File: config.mk
export PLATFORM = sky130hd
export DESIGN_NAME = shift_tx
export DESIGN_NICKNAME = d
export VERILOG_FILES = /design/src/rtl/shift_tx.sv
export SDC_FILE = /design/constraint.sdc
export NUM_CORES = 1
export LEC_CHECK = 0
export CAP_MARGIN = 15
export CORE_MARGIN = 5
export CORE_UTILIZATION = 45
export CTS_CLUSTER_DIAMETER = 40
export DETAILED_ROUTE_END_ITERATION = 8
export DONT_BUFFER_PORTS = 1
export GPL_TIMING_DRIVEN = 1
export SLEW_MARGIN = 25
export SYNTH_ARGS = -nofsm -noshare
export SYNTH_HDL_FRONTEND = slang
export SYNTH_SLANG_ARGS = --single-unit
File: constraint.sdc
create_clock -name clk -period 2.1 [get_ports clk]
set_input_delay 0.21 -clock clk [delete_from_list [all_inputs] [get_ports clk]]
set_output_delay 0.21 -clock clk [all_outputs]
set_load 0.02 [all_outputs]
File: src/rtl/shift_tx.sv
// shift_tx: frames a parallel word into start/data/parity/stop bits on a serial line, one word per handshake.
module shift_tx #(
  parameter int WIDTH  = 8,
  parameter int DIV    = 4,
  parameter int PARITY = 0
) (
  input  logic             clk,
  input  logic             clr,
  input  logic [WIDTH-1:0] data,
  input  logic             load,
  output logic             ready,
  output logic             sdo,
  output logic             busy,
  output logic             done
);
  localparam int CW = DIV > 1 ? $clog2(DIV) : 1;
  localparam int BW = WIDTH > 1 ? $clog2(WIDTH) : 1;
  localparam logic [CW-1:0] CNT_MAX = CW'(DIV - 1);
  localparam logic [BW-1:0] BIT_MAX = BW'(WIDTH - 1);
  typedef enum logic [2:0] {IDLE, START, DATA, PAR, STOP} state_t;
  state_t state, nstate;
  logic [CW-1:0] cnt, ncnt;
  logic [BW-1:0] bit_idx, nbit;
  logic [WIDTH-1:0] shreg, nshreg;
  logic par, npar, bit_end, accept;
  logic sdo_d, busy_d, ready_d, done_d;
  assign bit_end = cnt == CNT_MAX;
  assign accept  = load && ready;
  always_ff @(posedge clk or negedge clr)
    if (!clr) state <= IDLE;
    else state <= nstate;
  always_comb begin
    nstate = state;
    case (state)
      IDLE:    nstate = accept ? START : IDLE;
      START:   nstate = bit_end ? DATA : START;
      DATA:    nstate = (bit_end && bit_idx == BIT_MAX) ? (PARITY != 0 ? PAR : STOP) : DATA;
      PAR:     nstate = bit_end ? STOP : PAR;
      STOP:    nstate = bit_end ? IDLE : STOP;
      default: nstate = IDLE;
    endcase
  end
  always_comb begin
    ncnt   = (state == IDLE || bit_end) ? '0 : cnt + 1'b1;
    nbit   = (state == DATA && bit_end) ? (bit_idx == BIT_MAX ? '0 : bit_idx + 1'b1) : bit_idx;
    nshreg = accept ? data : (state == DATA && bit_end) ? shreg >> 1 : shreg;
    npar   = accept ? ^data : par;
  end
  // outputs are computed from next-state values so they register in step with the state
  always_comb begin
    sdo_d   = nstate == START ? 1'b0 : nstate == DATA ? nshreg[0] : nstate == PAR ? npar : 1'b1;
    busy_d  = nstate != IDLE;
    ready_d = nstate == IDLE;
    done_d  = nstate == STOP && ncnt == CNT_MAX;
  end
  always_ff @(posedge clk or negedge clr)
    if (!clr) begin
      cnt     <= '0;
      bit_idx <= '0;
      shreg   <= '0;
      par     <= 1'b0;
    end else begin
      cnt     <= ncnt;
      bit_idx <= nbit;
      shreg   <= nshreg;
      par     <= npar;
    end
  always_ff @(posedge clk or negedge clr)
    if (!clr) begin
      sdo   <= 1'b1;
      busy  <= 1'b0;
      ready <= 1'b1;
      done  <= 1'b0;
    end else begin
      sdo   <= sdo_d;
      busy  <= busy_d;
      ready <= ready_d;
      done  <= done_d;
    end
endmodule

### Word-level counts from Yosys, hierarchy flattened

Cells that the tools add are included.

* word-level logic and storage cells: 47
* register bits after elaboration: 21
* input port bits: 11
* output and inout bits: 4

* equal/unequal tests: 11
* add/sub/neg operators: 2
* reduce and logical (&&, ||, !) cells: 10
* mux-type cells: 14

Operators with widths (count)
* $mux W8: 2
* $pmux W3 S5: 1
* $eq A3 B2 Y1 const B: 4
* $mux W3: 4
* $eq A3 B3 Y1 const B: 3
* $reduce_xor A8 Y1: 1
* $eq A3 B1 Y1 const B: 2
* $logic_not A3 Y1: 2
* $mux W1: 5
* $eq A2 B2 Y1 const B: 2
* $logic_and A1 B1 Y1: 4
* $mux W2: 2
* $add A3 B1 Y3 const B: 1
* $reduce_bool A3 Y1: 1
* $add A2 B1 Y2 const B: 1
* $reduce_bool A2 Y1: 1
* $logic_or A1 B1 Y1: 1

### Logic depth before layout (Yosys ltp)

Gate-level depths: netlist of the first run.

* depth in word-level cells: 8
* mapped depth: 7
* depth with buffers taken out: 7

### Worst setup path after synthesis of the first run

No wires, ideal clock.

* path type: register to register
* start: register bit_idx[0]
* end: register busy
* buffers on the path: 0
* arrival time: 1.389 ns
* data required time: 1.965 ns
* library setup time: 0.135 ns
* slack: 0.576 ns
* period minus slack after synthesis: 1.524 ns
* cell stages (with the launch flop): 6
* cell sequence: dfrtp_1 -> ha_1 -> ha_1 -> o21ai_1 -> o21ai_2 -> or3_4

* cells in the longest elaborated chain, start to end: 5

RTL lines
* from (decl): RTL line 23 `logic [BW-1:0] bit_idx, nbit;`
* from (signal assigned): RTL line 64 `bit_idx <= nbit;`
* $eq A3 B3 Y1: RTL line 37 `DATA: nstate = (bit_end && bit_idx == BIT_MAX) ? (PARITY != 0 ? PAR : STOP) : DATA;`
* $logic_and A1 B1 Y1: RTL line 37
* $mux W3: RTL line 37
* $pmux W3 S5: RTL line 34 `case (state)`
* named net nstate[2]: RTL line 21 `state_t state, nstate;`
* $reduce_bool A3 Y1: RTL line 52 `busy_d = nstate != IDLE;`
* named net busy_d: RTL line 26 `logic sdo_d, busy_d, ready_d, done_d;`
* to (signal assigned): RTL line 76 `busy <= busy_d;`
* to (decl): RTL line 13 `output logic busy,`

The timed path passes the listed nets, and every way through them passes these cells.
A chain may end at the register's enable or synchronous reset.

### Worst setup path in the final report of the first run

* start: register cnt[0]
* end: register shreg[5]

* cells in the longest elaborated chain, start to end: 3

RTL lines
* from (decl): RTL line 22 `logic [CW-1:0] cnt, ncnt;`
* from (signal assigned): RTL line 63 `cnt <= ncnt;`
* $eq A2 B2 Y1: RTL line 27 `assign bit_end = cnt == CNT_MAX;`
* $logic_and A1 B1 Y1: RTL line 46 `nshreg = accept ? data : (state == DATA && bit_end) ? shreg >> 1 : shreg;`
* $reduce_bool A2 Y1 (no source line)
* to (signal assigned): RTL line 65 `shreg <= nshreg;`
* to (decl): RTL line 24 `logic [WIDTH-1:0] shreg, nshreg;`

No other way between the ends.

==> results of run 1 <==
## state kept, by name (all words and copies together) (netlist names)
register,flops
shreg,8
bit_idx,3
state,3
cnt,2
busy,1
done,1
par,1
ready,1
sdo,1
## logic make-up after synthesis
family | share of synthesized area
compound gates | 0.0825
fa+ha+maj | 0.0369
mux | 0.113
simple gates | 0.169
flops | 0.520
buf+inv | 0.0185
xor+xnor | 0.0603
## metal layers
layer,vias to the layer above,routed length (µm),GRT usage,share of wire
met5,-,0,0,0
met1,337,840,0.163,0.47
met4,0,25,0.0497,0.014
li1,318,-,-,-
met2,15,833,0.171,0.47
met3,4,88,0.0271,0.049
## Yosys cell counts (2+ instances only)
cell	number	share of area
sky130_fd_sc_hd__ha_1	3	0.037
sky130_fd_sc_hd__nor3_1	2	0.0099
sky130_fd_sc_hd__dfrtp_1	19	0.47
sky130_fd_sc_hd__xnor2_1	6	0.052
sky130_fd_sc_hd__and2_1	2	0.012
sky130_fd_sc_hd__nor2_1	8	0.030
sky130_fd_sc_hd__a21oi_1	8	0.039
sky130_fd_sc_hd__mux2i_1	7	0.069
sky130_fd_sc_hd__dfstp_2	2	0.052
sky130_fd_sc_hd__nand2b_1	2	0.012
sky130_fd_sc_hd__nand2_1	4	0.015
sky130_fd_sc_hd__nor4bb_1	2	0.020
sky130_fd_sc_hd__mux2_1	3	0.033
sky130_fd_sc_hd__inv_2	2	0.0074
## final cells by class
class	instances	area share
clock buffer	4	0.0241
sequential	21	0.485
inverter	2	0.00690
timing repair buffer	3	0.0207
tap	28	0.0322
multi-input combinational	63	0.431
## final timing paths
check,end,startpoint
setup reg to reg,shreg[5],cnt[0]
min in group asynchronous,bit_idx[1],clr
hold reg to reg,cnt[0],cnt[0]
hold / removal,shreg[7],data[7]
setup / recovery,shreg[5],cnt[0]
max in group asynchronous,ready,clr
## power breakdown
group	internal, mW	total, mW	switching [mW]	leakage, nW
clock	0.0740	0.195	0.121	0.0150
sequential	0.592	0.744	0.152	0.250
combinational	0.233	0.459	0.227	0.194
total	0.899	1.40	0.500	0.459
## what timing repair did
action,in CTS,in global routing
hold buffers,1,1
hold endpoints to repair,21,19
endpoints found under the setup margin,0,0
buffers inserted,0,0
## cells in the final DEF, fill, tap and decap left out, drive strengths merged
cell type	count
a21oi	8
a31o	1
and2	2
and3	1
and4b	1
and4bb	1
buf	2
clkbuf	4
dfrtp	19
dfstp	2
dlygate4sd3	1
ha	3
inv	2
mux2	4
mux2i	7
nand2	4
nand2b	2
nor2	8
nor2b	1
nor3	3
nor3b	1
nor4bb	2
o21a	1
o21ai	3
o2bb2ai	1
or3	1
or4	1
xnor2	6
xor2	1
## per-stage QoR
stage               instances  setup WS (ns)  utilization  area, µm²
global placement          115          0.478        0.478       1050
detailed placement        115          0.425        0.478       1050
finish                    121          0.419        0.497       1090
floorplan                  88          0.576            -       1020
global route              121          0.248        0.497       1090
CTS                       120          0.397        0.495       1080
==> run metrics, run 1 <==
clock net sink count=21; Diodes inserted=0; Detailed Route Iter0 Violations=12; Slew Viols, Final=0; top-level I/O count=15; Syn. warnings=0; master cell of the clock root buffer=sky130_fd_sc_hd__clkbuf_4; number of fill cells in the layout=200; Leakage=between 0.4 and 0.5 nW; Seq/Total Area, Yosys=0.520; total core area=about 2200 µm²; flops & latches, synth=21; async set-or-reset flop fraction in the synthesized netlist=1.00; Total Wirelength=roughly 1.8 mm; critical path cell sequence=ha_1, and4bb_1, buf_4, mux2i_1, a21oi_1; TritonCTS buffer count=3; WL per Instance=14.8 µm; maximum fanout along the worst path=7; cell at the slowest stage of the critical path=sky130_fd_sc_hd__and4bb_1; Resize count post-CTS=0; crit end category=flop; smallest hold slack=between 0.03 and 0.04 ns; distinct cell type count of the synthesized netlist=32; total of endpoints with negative setup slack in the final report=0; Tightest Hold Check Type=in2reg; Crit Path Category=reg2reg; total negative slack for setup checks=0 ns; area occupied by multi-input gates=roughly 470 µm²; CTS max path bufs=2; Worst Skew=between 0.007 and 0.008 ns; largest stage delay on the critical path=0.39 ns; Worst R2R Setup Slack=roughly 0.42 ns; clock latency of the later-clocked register in the worst-skew pair=approximately 0.3 ns; footprint of the flip-flops and latches=between 500 and 600 µm²; Slew HR=0.694; Fmax achieved=roughly 590 MHz; area grow syn2layout=7.14%; post-detailed-placement half-perimeter wirelength=approximately 1.4 mm; floorplan row count=17; Initial Util=0.464; clock-pin slew of the registers on the worst-case setup and hold paths=around 0.12 ns; required time of the critical path=between 2 and 2.5 ns; Detailed Routing Iterations Pass 1=4; Period Utilization, post-route=0.800; remaining antenna violation count after routing=0; most used flip-flop cell after synthesis=sky130_fd_sc_hd__dfrtp_1; antenna violations before repair=0; path depth of the worst reg2reg path=5; number of max-cap violations=0; final total power=1.40 mW; netlist area before placement=1020 µm²; Net Count, Synth=just over 100; ratio of cells with drive above 1 in the final layout=0.140; global-route usage over all layers=0.116; die area=around 3300 µm²; crit path launch type=flop; maximum ir drop on the vdd rail=between 0.0007 and 0.0008 V; count of flip-flops with a built-in enable after synthesis=0; Power Dens Cells=1280 nW/µm²; mean post-synth cell area=approximately 12 µm²; total gr overflow=0; unrepaired setup endpoints after global routing=false; Arr. time, crit path=~1.9 ns; vertical die dimension=57.5 µm; slew at the pin closest to its max-slew limit=between 0.4 and 0.5 ns; Final Wtd Congestion=0.687; clock tree from TritonCTS=done; number of buffer and inverter stages on the critical path=1; cell depth of the worst hold path=1; horizontal extent of the die=between 50 and 60 µm; CP Depth=5; Tmin final=1.68 ns; CP top delay family=simple AND/OR/NAND/NOR gates; vias in the first global route=~670; DRC Markers=0; result of the run=complete, no violations; Final Net Count=108; maximum number of pins on one net before global-route repair=22; Hold Vio Cnt, Final=0; Via-to-Cell Ratio=~5.6; depth of the CTS H-tree=1; wire length of the first global-routing pass=between 3 and 4 mm; via count=about 670; Port Buf Inserts=0; number of instances in the synthesized netlist=88
(Power assumes the default switching activity.)
==> inputs of run 2 (changes only) <==
Settings changed: ABC_AREA set to 1.
Clock period 2.1 ns to 1.75 ns, I/O delays scaled along.
==> run 2 against run 1 <==
Net effect: clock-buffer cell count decreased by 1; highest routed layer unchanged; sequential share of layout area down 5.7 points; first-iteration DRC count is 130% higher; register-to-register slack got worse by 0.17 ns; sequential power grew 11%; via count increased by 37%; critical path depth rose by 1; maximum frequency is 12% higher; clock skew decreased by 0.0023 ns; combinational power is 37% higher.
==> run metrics, run 2 <==
horizontal extent of the die=60.8 µm (was 57.5 µm); clock tree from TritonCTS=done (unchanged); fraction of synthesized cell area taken by the top area cell type=0.410 (was 0.468); Arr. time, crit path=1.67 ns (was 1.86 ns); die area=3690 µm² (was 3310 µm²); vertical die dimension=60.8 µm (was 57.5 µm); Total Wirelength=2.06 mm (was 1.79 mm); number of flip-flops in the largest register=8 (unchanged); clock share of power=0.137 (was 0.140); Crit Path Category=reg2reg (unchanged); most used flip-flop cell after synthesis=sky130_fd_sc_hd__dfrtp_1 (unchanged); Period Utilization, post-route=0.858 (was 0.800); Sw Pwr=673 µW (was 500 µW); Via-to-Cell Ratio=5.18 (was 5.57); Diodes inserted=0 (unchanged); antenna violations before repair=0 (unchanged); Worst R2R Setup Slack=0.25 ns (was 0.42 ns); master cell of the clock root buffer=sky130_fd_sc_hd__clkbuf_4 (unchanged); maximum ir drop on the vdd rail=0.000757 V (was 0.000722 V); total of endpoints with negative setup slack in the final report=0 (unchanged); Fmax achieved=666 MHz (was 595 MHz); clock net sink count=21 (unchanged); Post-synth top cells=sky130_fd_sc_hd__nand2_1, sky130_fd_sc_hd__nand3_1, sky130_fd_sc_hd__dfrtp_1 (was sky130_fd_sc_hd__dfrtp_1, sky130_fd_sc_hd__a21oi_1, sky130_fd_sc_hd__nor2_1); WL per Instance=11.6 µm (was 14.8 µm); smallest hold slack=0.00972 ns (was 0.0307 ns); Slew HR=0.694 (about the same); Detailed Routing Iterations Pass 1=4 (unchanged); total core area=2480 µm² (was 2190 µm²); Leakage=0.651 nW (was 0.459 nW); clock-pin slew of the registers on the worst-case setup and hold paths=0.12 ns (about the same); fraction of power consumed by combinational cells=0.372 (was 0.329); floorplan row count=18 (was 17); number of instances in the synthesized netlist=143 (was 88); top-level I/O count=15 (unchanged); required time of the critical path=1.91 ns (was 2.28 ns); number of fill cells in the layout=255 (was 200); depth of the CTS H-tree=1 (unchanged); flops & latches, synth=21 (unchanged); number of max-cap violations=0 (unchanged); buffers inserted during post-CTS setup optimization=0 (unchanged); via count=922 (was 674); Resize count post-CTS=0 (unchanged); Syn. warnings=0 (unchanged); switching share of power=0.400 (was 0.357); maximum number of pins on one net before global-route repair=22 (unchanged); Detailed Route Iter0 Violations=28 (was 12); Seq/Total Area, Yosys=0.455 (was 0.520); total negative slack for setup checks=0 ns (unchanged); post-placement worst setup slack=0.273 ns (was 0.425 ns); TritonCTS buffer count=3 (unchanged); wire length of the first global-routing pass=3.48 mm (was 3.02 mm); Port Buf Inserts=0 (unchanged); Tmin final=1.50 ns (was 1.68 ns); CTS max path bufs=2 (unchanged); DRC Markers=0 (unchanged); global-route usage over all layers=0.128 (was 0.116); netlist area before placement=1160 µm² (was 1020 µm²); clock latency of the later-clocked register in the worst-skew pair=0.30 ns (about the same); crit end category=flop (unchanged); post-detailed-placement half-perimeter wirelength=1.62 mm (was 1.38 mm); most common cell after layout, fill and taps aside=sky130_fd_sc_hd__nand2_1 (was sky130_fd_sc_hd__dfrtp_1); vias in the first global route=872 (was 671); mean post-synth cell area=8.11 µm² (was 11.5 µm²); slew at the pin closest to its max-slew limit=0.459 ns (about the same); async set-or-reset flop fraction in the synthesized netlist=1.00 (unchanged); area grow syn2layout=6.26% (was 7.14%); largest area contributor in the netlist=sky130_fd_sc_hd__dfrtp_1 (unchanged); crit path launch type=flop (unchanged); Hold Vio Cnt, Final=0 (unchanged); Worst Skew=0.00489 ns (was 0.00716 ns); post-placement cell count=171 (was 115); final cell count without fillers=178 (was 121); sequential group share of total power=0.490 (was 0.532); unrepaired setup endpoints after global routing=false (unchanged); most common cell in the netlist=sky130_fd_sc_hd__nand2_1 (was sky130_fd_sc_hd__dfrtp_1); Final Net Count=163 (was 108); ratio of cells with drive above 1 in the final layout=0.162 (was 0.140); design internal power=1.01 mW (was 899 µW); Slew Viols, Final=0 (unchanged); distinct cell type count of the synthesized netlist=27 (was 32); total gr overflow=0 (unchanged); count of flip-flops with a built-in enable after synthesis=0 (unchanged); final total power=1.68 mW (was 1.40 mW); most frequent cells in the layout=sky130_fd_sc_hd__nand2_1, sky130_fd_sc_hd__nand3_1, sky130_fd_sc_hd__dfrtp_1 (was sky130_fd_sc_hd__dfrtp_1, sky130_fd_sc_hd__a21oi_1, sky130_fd_sc_hd__nor2_1); maximum fanout along the worst path=5 (was 7); result of the run=complete, no violations (unchanged); Initial Util=0.468 (was 0.464); Power Dens Cells=1370 nW/µm² (was 1280 nW/µm²); Tightest Hold Check Type=in2reg (unchanged); top cells by area in the synthesized netlist=sky130_fd_sc_hd__dfrtp_1, sky130_fd_sc_hd__nand2_1, sky130_fd_sc_hd__nand3_1 (was sky130_fd_sc_hd__dfrtp_1, sky130_fd_sc_hd__mux2i_1, sky130_fd_sc_hd__dfstp_2); Net Count, Synth=157 (was 102); setup ws final=0.248 ns (was 0.419 ns); remaining antenna violation count after routing=0 (unchanged); Final Wtd Congestion=0.745 (was 0.687); Regs by FF count=shreg (8), bit_idx (3), state (3) (unchanged); register with the most flip-flops=shreg (unchanged)
## run 2: cell types whose count changed after synthesis, moves of 3 or more
cell / previous run / this run
sky130_fd_sc_hd__a21oi_1: 8 / 0
sky130_fd_sc_hd__inv_1: 0 / 17
sky130_fd_sc_hd__mux2_1: 3 / 0
sky130_fd_sc_hd__mux2i_1: 7 / 0
sky130_fd_sc_hd__nand2_1: 4 / 41
sky130_fd_sc_hd__nand3_1: 0 / 22
sky130_fd_sc_hd__o211ai_1: 0 / 4
sky130_fd_sc_hd__xnor2_1: 6 / 1
## run 2: what timing repair did
item / CTS / global route
setup endpoints to repair: 0 / 0
hold buffers: 2 / 1
hold endpoints to repair: 22 / 19
## run 2: area by class of cell
type                            instances  area (µm²)  share of cell area
Multi-Input combinational cell         96         514               0.417
Tap cell                               30        37.5              0.0305
Timing Repair Buffer                    5        40.0              0.0325
Sequential cell                        21         528               0.428
Clock buffer                            3        22.5              0.0183
Inverter                               22        85.1              0.0690
Clock inverter                          1        5.00             0.00406
## run 2: cells by family after synthesis
kind of cell,share of synthesized area
buffers and inverters,0.101
and+or+nand+nor,0.320
adders and majority gates,0.0324
xor gates and xnor gates,0.00755
DFF,0.455
AOI/OAI and AO/OA,0.0831
## run 2: power groups by stage
stage | Combinational [mW] | Clock, mW | Sequential (mW)
floorplan | 0.522 | 0 | 0.809
global placement | 0.595 | 0 | 0.831
detailed placement | 0.620 | 0 | 0.838
CTS | 0.635 | 0.241 | 0.828
global route | 0.723 | 0.254 | 0.848
finish | 0.627 | 0.231 | 0.825
## run 2: routing by layer
metal	global-route usage	part of all wire	up-vias
met5	0	0	-
met4	0.0743	0.013	0
met3	0.0170	0.047	2
met2	0.214	0.49	22
met1	0.157	0.45	427
li1	-	-	471
## run 2: path summary, 6_finish.rpt
| kind | end | cells past startpoint | start |
|---|---|---|---|
| worst min register to register | cnt[0] | 1 | cnt[0] |
| min in group asynchronous | cnt[0] | 2 | clr |
| worst max-delay path | busy | 6 | cnt[0] |
| max in group asynchronous | sdo | 2 | clr |
| worst min-delay path | shreg[5] | 2 | data[5] |
| worst max register to register | busy | 6 | cnt[0] |
## run 2: worst max-delay path: stages, from the launching register on
cell and delay [ns]:
sky130_fd_sc_hd__dfrtp_1 0.42, sky130_fd_sc_hd__ha_1 0.32, sky130_fd_sc_hd__inv_2 0.10, sky130_fd_sc_hd__nand3_1 0.10
sky130_fd_sc_hd__o31ai_1 0.08, sky130_fd_sc_hd__a21oi_2 0.21, sky130_fd_sc_hd__nand4_2 0.14
## run 2: metrics by stage
stage,util,area [µm²]
4_1_cts,0.495,1230
6_report,0.497,1230
5_1_grt,0.497,1230
3_3_place_gp,0.476,1180
3_5_place_dp,0.476,1180
2_1_floorplan,-,1160
